===== config.mk =====
export PLATFORM = sky130hd
export DESIGN_NAME = sim_write_monitor
export DESIGN_NICKNAME = d
export VERILOG_FILES = /design/src/rtl/sim_mon_pkg.sv /design/src/rtl/write_history.sv /design/src/rtl/sim_write_monitor.sv
export SDC_FILE = /design/constraint.sdc
export NUM_CORES = 1
export LEC_CHECK = 0
export ABC_AREA = 0
export ABC_CLOCK_PERIOD_IN_PS = 24100
export CAP_MARGIN = 20
export CELL_PAD_IN_SITES_DETAIL_PLACEMENT = 1
export CELL_PAD_IN_SITES_GLOBAL_PLACEMENT = 2
export CORE_MARGIN = 4
export CORE_UTILIZATION = 30
export CTS_CLUSTER_DIAMETER = 100
export CTS_CLUSTER_SIZE = 20
export DETAILED_ROUTE_END_ITERATION = 16
export PLACE_DENSITY_LB_ADDON = 0.25
export SYNTH_ARGS = -nofsm -noshare
export SYNTH_HDL_FRONTEND = slang
export SYNTH_HIERARCHICAL = 1
export SYNTH_SLANG_ARGS = --single-unit

===== constraint.sdc =====
create_clock -name clk -period 24.1 [get_ports clk]
set_input_delay 2.41 -clock clk [delete_from_list [all_inputs] [get_ports clk]]
set_output_delay 2.41 -clock clk [all_outputs]
set_load 0.01 [all_outputs]

===== src/rtl/sim_mon_pkg.sv =====
// Shared status encoding and default pass-store constants for the write monitor and its benches.
package sim_mon_pkg;

    typedef enum logic [1:0] {
        RUN     = 2'd0,
        PASS    = 2'd1,
        FAIL    = 2'd2,
        TIMEOUT = 2'd3
    } monStatus_t;

    localparam int DEFAULT_PASS_ADR  = 100;
    localparam int DEFAULT_PASS_DATA = 25;

endpackage


===== src/rtl/write_history.sv =====
// Ring log of the last DEPTH stores, write on the clock edge, read combinationally from the newest entry.
// No backpressure: a write is always accepted and overwrites the oldest entry once full.
module write_history #(
    parameter int DEPTH = 8,
    parameter int DW    = 64,
    parameter int AW    = $clog2(DEPTH)
) (
    input  logic          clk,
    input  logic          reset,
    input  logic          wrEn,
    input  logic [DW-1:0] wrDat,
    input  logic [AW-1:0] rdIdx,
    output logic [DW-1:0] rdDat,
    output logic          rdVld
);

    logic [DW-1:0] ring [DEPTH];
    logic [AW-1:0] wrPtr;
    logic [AW:0]   fillCount;
    logic [AW-1:0] rdPtr;

    // Contents are left unreset; fillCount gates visibility instead.
    always_ff @(posedge clk) begin
        if (wrEn && !reset) begin
            ring[wrPtr] <= wrDat;
        end
    end

    always_ff @(posedge clk) begin
        if (reset) begin
            wrPtr     <= '0;
            fillCount <= '0;
        end else if (wrEn) begin
            wrPtr <= wrPtr + 1'b1;
            if (fillCount != (AW+1)'(DEPTH)) begin
                fillCount <= fillCount + 1'b1;
            end
        end
    end

    assign rdPtr = wrPtr - AW'(1) - rdIdx;
    assign rdDat = ring[rdPtr];
    assign rdVld = ({1'b0, rdIdx} < fillCount);

endmodule


===== src/rtl/sim_write_monitor.sv =====
// Classifies data-memory stores as pass/scratch/illegal, enforces a run timeout and logs recent stores.
// Status updates on the edge that samples the store; no backpressure, the core bus is only snooped.
module sim_write_monitor
    import sim_mon_pkg::*;
#(
    parameter int               WIDTH          = 32,
    parameter logic [WIDTH-1:0] PASS_ADR       = WIDTH'(DEFAULT_PASS_ADR),
    parameter logic [WIDTH-1:0] PASS_DATA      = WIDTH'(DEFAULT_PASS_DATA),
    parameter logic [WIDTH-1:0] ALLOW_BASE     = '0,
    parameter logic [WIDTH-1:0] ALLOW_MASK     = WIDTH'(32'hFFFF_FF00),
    parameter int               TIMEOUT_CYCLES = 500,
    parameter int               DEPTH          = 8,
    parameter int               CNT_W          = 16
) (
    input  logic                     clk,
    input  logic                     reset,
    input  logic                     MemWrite,
    input  logic [WIDTH-1:0]         DataAdr,
    input  logic [WIDTH-1:0]         WriteData,
    input  logic [$clog2(DEPTH)-1:0] hist_idx,
    output logic                     done,
    output logic [1:0]               status,
    output logic [CNT_W-1:0]         cycle_count,
    output logic [CNT_W-1:0]         write_count,
    output logic [WIDTH-1:0]         fail_adr,
    output logic [WIDTH-1:0]         fail_data,
    output logic [WIDTH-1:0]         hist_adr,
    output logic [WIDTH-1:0]         hist_data,
    output logic                     hist_valid
);

    localparam bit               TIMEOUT_ON = (TIMEOUT_CYCLES != 0);
    localparam logic [CNT_W-1:0] TIMEOUT_LAST = CNT_W'(TIMEOUT_CYCLES - 1);

    monStatus_t        state;
    logic [CNT_W-1:0]  cycleCount;
    logic [CNT_W-1:0]  writeCount;
    logic [WIDTH-1:0]  failAdr;
    logic [WIDTH-1:0]  failData;
    logic              dataHasX;
    logic              storePass;
    logic              storeFail;
    logic              timeoutHit;
    logic              logWrite;
    logic [2*WIDTH-1:0] histDat;

`ifndef SYNTHESIS
    assign dataHasX = $isunknown({DataAdr, WriteData});
`else
    assign dataHasX = 1'b0;
`endif

    // An X/Z strobe falls through the if and is treated as no store.
    always_comb begin
        storePass = 1'b0;
        storeFail = 1'b0;
        if (MemWrite) begin
            if (dataHasX) begin
                storeFail = 1'b1;
            end else if (DataAdr == PASS_ADR) begin
                if (WriteData == PASS_DATA) begin
                    storePass = 1'b1;
                end else begin
                    storeFail = 1'b1;
                end
            end else if ((DataAdr & ALLOW_MASK) != ALLOW_BASE) begin
                storeFail = 1'b1;
            end
        end
    end

    assign timeoutHit = TIMEOUT_ON && (cycleCount == TIMEOUT_LAST);

    always_ff @(posedge clk) begin
        if (reset) begin
            state      <= RUN;
            cycleCount <= '0;
            writeCount <= '0;
            failAdr    <= '0;
            failData   <= '0;
        end else if (state == RUN) begin
            if (cycleCount != '1) begin
                cycleCount <= cycleCount + 1'b1;
            end
            if (MemWrite && (writeCount != '1)) begin
                writeCount <= writeCount + 1'b1;
            end
            // A store decided on the timeout cycle takes precedence over the timeout.
            if (storePass) begin
                state <= PASS;
            end else if (storeFail) begin
                state    <= FAIL;
                failAdr  <= DataAdr;
                failData <= WriteData;
            end else if (timeoutHit) begin
                state <= TIMEOUT;
            end
        end
    end

    assign logWrite = MemWrite && (state == RUN);

    write_history #(
        .DEPTH (DEPTH),
        .DW    (2*WIDTH)
    ) u_history (
        .clk   (clk),
        .reset (reset),
        .wrEn  (logWrite),
        .wrDat ({DataAdr, WriteData}),
        .rdIdx (hist_idx),
        .rdDat (histDat),
        .rdVld (hist_valid)
    );

    assign hist_adr    = histDat[2*WIDTH-1:WIDTH];
    assign hist_data   = histDat[WIDTH-1:0];
    assign status      = state;
    assign done        = (state != RUN);
    assign cycle_count = cycleCount;
    assign write_count = writeCount;
    assign fail_adr    = failAdr;
    assign fail_data   = failData;

endmodule


# --- Yosys cells after proc, flatten, opt, wreduce, memory -nomap -nowiden ---
# Memories as Yosys holds them, arrays and structs flattened.
# Cells that the tools add are included.
word_totals:
  reg_bits: 105
  ram_bits: 512
  in_bits: 70
  out_inout_bits: 164
  word_cells: 47
  memories: 1
memory_table:
  columns: ["memory", "words", "width", "read_ports", "rd_ports_with_merged_regs", "wr", "line_no", "text"]
  rows:
  - ["u_history.ring", 8, 64, 1, 0, 1, "write_history.sv:17", "logic [DW-1:0] ring [DEPTH];"]
classes:
  addsub: 6
  order_cmp: 1
  eq_ne: 6
  mux: 12
  n_bitwise: 1
  n_reduce_logical: 13
op_table:
  columns: ["operator", "count"]
  rows:
  - ["16-bit by 1-bit adder with 16-bit output (second input constant)", 2]
  - ["32-bit by 5-bit equality test with 1-bit output (second input constant)", 1]
  - ["32-bit by 7-bit equality test with 1-bit output (second input constant)", 1]
  - ["16-bit != test (second input constant)", 2]
  - ["32-bit nonzero test", 1]
  - ["16-bit by 9-bit equality test with 1-bit output (second input constant)", 1]
  - ["1-bit 2-to-1 mux", 9]
  - ["2-bit AND reduction", 4]
  - ["2-bit 2-to-1 mux", 3]
  - ["4-bit by 1-bit adder with 4-bit output (second input constant)", 1]
  - ["3-bit by 4-bit < comparator with 1-bit output", 1]
  - ["4-bit != test (second input constant)", 1]
  - ["3-bit by 1-bit adder with 3-bit output (second input constant)", 1]
  - ["1-bit logical AND", 3]
  - ["3-bit AND reduction", 1]
  - ["3-bit nonzero test", 1]
  - ["3-bit by 1-bit subtractor with 3-bit output (second input constant)", 1]
  - ["3-bit subtractor", 1]
  - ["2-bit logical NOT", 1]
  - ["2-bit nonzero test", 1]
  - ["1-bit logical NOT", 1]
  - ["1-bit NOT", 1]

# --- Longest topological paths before layout ---
depth:
  ltp_word: 6
  mapped_depth: 7
  depth_no_buf: 6

# --- Modules after synthesis ---
# The synthesis kept the hierarchy.
by_module_without_submodules:
  columns: ["mod", "n_inst", "cells_per_inst", "area_per_inst_um2", "seq_area_each_um2"]
  rows:
  - ["write_history", 1, 799, 19811.5, 15514.9]
  - ["sim_write_monitor", 1, 497, 4698.3, 1961.9]

# --- Least setup slack after synthesis ---
# OpenSTA, ideal clock, no wires.
synth_path:
  kind: "input -> register"
  startpoint: "input MemWrite"
  endpoint: "memory u_history.ring[4][0] (enable)"
  setup_ps: 644
  arrival_time_ps: 9405
  required_time_ps: 23456
  slack_ps: 14051
  stages: 5
  n_path_buf: 1
  path_cell_list: "or3b_4 > inv_1 > clkbuf_1 > nand2_1 > nor4_1"
synth_between:
  elab_chain_cells: 4
synth_rtl:
  columns: ["item", "line_no", "text"]
  rows:
  - ["start: declaration", "sim_write_monitor.sv:17", "input logic MemWrite,"]
  - ["1-bit logical AND", "sim_write_monitor.sv:101", "assign logWrite = MemWrite && (state == RUN);"]
  - ["net logWrite", "sim_write_monitor.sv:44", "logic logWrite;"]
  - ["1-bit logical AND", "write_history.sv:24", "if (wrEn && !reset) begin"]
  - ["1-bit 2-to-1 mux", "write_history.sv:24", null]
  - ["1-bit 2-to-1 mux (implied by the code)", "write_history.sv:25", "ring[wrPtr] <= wrDat;"]
  - ["end: declaration", "write_history.sv:17", null]
# The timed path passes the listed nets, and every way through them passes these cells.

# --- Worst setup path in the final report ---
layout_path:
  startpoint: "input hist_idx[0]"
  endpoint: "output hist_data[25]"
layout_between:
  elab_chain_cells: 2
layout_rtl:
  columns: ["item", "line_no", "text"]
  rows:
  - ["start: declaration", "sim_write_monitor.sv:20", "input logic [$clog2(DEPTH)-1:0] hist_idx,"]
  - ["3-bit subtractor", "write_history.sv:41", "assign rdPtr = wrPtr - AW'(1) - rdIdx;"]
  - ["memory 8 x 64 bit", null, null]
  - ["end: declaration", "sim_write_monitor.sv:28", "output logic [WIDTH-1:0] hist_data,"]
# Every way passes these cells.

==> summary by stage <==
Status
The flow ran to the end, and the final reports show no timing, DRC or antenna violations.

Detailed routing
The number of iterations in the first detailed-routing pass is 4. After detailed routing, the number of remaining DRC violations is 0. Once detail routing completed, the nets flagged for antenna violations numbered 0. In this run, the number of DRC markers left after iteration 0 of detailed routing was 709. The via-per-instance ratio is 4.75. The detailed-route wire length per cell is 23.7 um. The final layout contains routed wiring with a total length of 61900 um. The via count is 12400.

Place
Prior to clock tree synthesis, the placed netlist has a worst setup slack of 14800 ps. Counting tap cells, the placed design contains a total of 2548 instances. Routability-driven placement finished with a final weighted congestion of 0.732. Port buffering added 233 buffers. The HPWL after detailed placement is 36200 um.

Clock network
The clock tree root buffer cell is sky130_fd_sc_hd__clkbuf_16. The register clock-pin slew on the reported worst setup and hold paths is 80 ps. The clock latency at the later pin of the worst-skew pair is 580 ps.

The total number of clock tree sinks is 617. The TritonCTS clock tree is done. After clock tree synthesis, the repair step resized 0 gates.

The post-CTS setup buffer count is 0. The number of buffers created by CTS is 38. In this run, post-CTS hold repair placed 0 buffers.

The largest buffer count on any clock path is 3. The H-tree generated during clock tree synthesis spans 2 levels.

Synth
The summed instance area of the synthesized netlist is 24500 um^2. Averaged over all synthesized cells, the footprint is 18.9 um^2. The share of the Yosys chip area taken by registers is 71.3%. The number of flip-flops and latches in the synthesized netlist is 617. The dominant cell type by area after synthesis is sky130_fd_sc_hd__edfxtp_1. In this run the biggest area consumer among cell types represents 62.7% of the synthesized area. The number of flops mapped to enable cells by yosys is 512. After synthesis, the cell types taking the most area are sky130_fd_sc_hd__edfxtp_1 63%, sky130_fd_sc_hd__mux4_2 12%, sky130_fd_sc_hd__dfxtp_1 8.6%. For this run, asynchronously set or reset flops after synthesis account for 0%. Yosys mapped the design onto 61 distinct sky130hd cell types. The total nets after synthesis is 1375. For this run, the leading register cell type out of synthesis is sky130_fd_sc_hd__edfxtp_1. Synthesis handed over a netlist of 1296 instances. For this run, the number of Yosys warnings is 6.

Layout
Once layout is complete, the cells apart from fillers number 2617. Leaving out fill and tap cells, the most frequent cell in the layout is sky130_fd_sc_hd__edfxtp_1. The final net count is 1607. In the layout the commonest cells are 512 x sky130_fd_sc_hd__edfxtp_1, 232 x sky130_fd_sc_hd__clkdlybuf4s50_1, 129 x sky130_fd_sc_hd__nand2b_1. The number of filler cells placed in the layout is 7989. Of the cells placed in the final design, the portion with a size suffix greater than 1 is 18.3%. From synthesis to final layout, the design area changed by 19.2%.

Global route
In the global route stage, overall resource usage came out at 14.2%. Entering global routing, the biggest net connects 93 pins. The final global-route overflow total is 0.

The initial antenna violation count is 1. The via count of the first global-routing pass is 13700. The first global-routing pass estimated 91700 um of wire.

Die
Once the floorplan was initialized, standard cells occupied 30.3% of the core. Measured along the x axis, the die boundary spans 294 um. The floorplan step defined a die boundary enclosing 86300 um^2. In this run the count of I/O pins placed on the die edge is 234. The core region is 80800 um^2. In this run the vertical extent of the chip is 294 um. The number of placement rows is 104.

STA
After routing, the total negative slack on setup checks comes to 0 ps. The final worst hold slack is 476 ps. Headroom to the max-slew limit came out at 30.9%.

In the finished design, the share of the clock period the worst path needs comes to 38.3%. The hold violation total from the final report is 0. Setup repair after global routing left no endpoint under its margin.

At the pin with the least slew margin, the transition time is 1030 ps. Setup violations remaining at the end of the flow were counted as 0. Between clock sinks in the finished design, the worst skew comes to 18.6 ps. The number of max-slew violations in the final report was 0. The clock period minus final worst setup slack is 9220 ps. The highest clock rate is 108 MHz. Setup slack closes at 14880 ps.

Worst setup path
The required arrival time at the worst endpoint is 21690 ps. The endpoint kind of the worst setup timing path is an output pin. The arrival time reported for the critical path endpoint is 6810 ps. The worst setup path is of the input pin to output pin kind. Setup slack on the worst reg-to-reg path comes out at 20490 ps. The biggest fanout along the worst timing path is 66. The worst setup path is launched from an input pin.

Hold path
The worst hold path belongs to the class register to register.

Pwr
The leakage power figure is 9.14 nW. Overall power consumption after layout is estimated at 0.00218 W. The maximum vdd drop is 41.7 uV. The ratio of total power to cell area is 74.6 nW/um^2.

Job
Across the run, the number of max-cap violations was 0.
## worst max-delay path, cell delays in order
cell	delay (ps)
sky130_fd_sc_hd__clkdlybuf4s50_1	450
sky130_fd_sc_hd__inv_1	70
sky130_fd_sc_hd__ha_4	160
sky130_fd_sc_hd__fa_4	730
sky130_fd_sc_hd__buf_4	760
sky130_fd_sc_hd__buf_4	900
sky130_fd_sc_hd__mux4_2	420
sky130_fd_sc_hd__mux2_2	270
sky130_fd_sc_hd__clkdlybuf4s50_1	560
## synth_stat cells (all sizes together), types with 4 or more instances
library cell    n
mux2           65
a2111oi         7
clkbuf         24
dfxtp         105
inv            10
or3             5
edfxtp        512
ha              8
xnor2          14
mux4          128
nor2           47
nand4          12
nand2b        129
nand3          14
a21oi          10
o31ai           4
buf            40
nor4           17
nand2          17
xor2           16
mux2i          67
o21ai           7
## power breakdown
part / internal, W / switching, W
combinational: 0.000170 / 0.000151
clock: 0.000324 / 0.000355
sequential: 0.00117 / 0.00000820
## per-stage QoR
stage                     cell area, um^2  utilization (%)
after detailed placement            28000             34.7
after CTS                           29200             36.1
final                               29200             36.1
after global routing                29200             36.1
after floorplan                     24500                -
after global placement              28000             34.7
## path summary, 6_finish.rpt
| path | start | endpoint | depth (start not counted) |
|---|---|---|---|
| hold reg to reg | fail_adr[30] | fail_adr[30] | 2 |
| setup / recovery | hist_idx[0] | hist_data[25] | 9 |
| hold / removal | fail_adr[30] | fail_adr[30] | 2 |
| setup reg to reg | status[1] | u_history/ring[6][54] | 5 |
## per-layer routing
| metal | part of all wire (%) | track usage [%] | wire [um] |
|---|---|---|---|
| met5 | 0 | 0 | 0 |
| met4 | 1.3 | 2.40 | 778 |
| met3 | 5.6 | 3.54 | 3480 |
| met2 | 49 | 23.8 | 30300 |
| met1 | 44 | 19.0 | 27400 |
## area by class of cell
class | instances | area, um^2 | share of cell area, %
Clock buffer | 62 | 1080 | 3.70
Sequential cell | 617 | 17500 | 59.8
Clock inverter | 6 | 81.3 | 0.278
Multi-Input combinational cell | 605 | 6700 | 22.9
Timing Repair Buffer | 256 | 2500 | 8.57
Antenna cell | 1 | 2.50 | 0.00857
Tap cell | 1060 | 1330 | 4.54
Inverter | 10 | 37.5 | 0.128
## flip-flops by register name, summed over array words and instances, names as in the netlist
signal	count
u_history/fillCount	4
cycle_count	16
fail_data	32
fail_adr	32
status	2
u_history/ring	512
write_count	16
u_history/wrPtr	3
## cells by family after synthesis
kind of cell / share of synthesized area (%)
simple gates: 6.35
xor+xnor: 1.18
compound gates: 1.24
mux: 17.7
flops: 71.3
buf+inv: 1.71
fa+ha+maj: 0.490
Note: power is estimated with default switching activity, not from simulation.
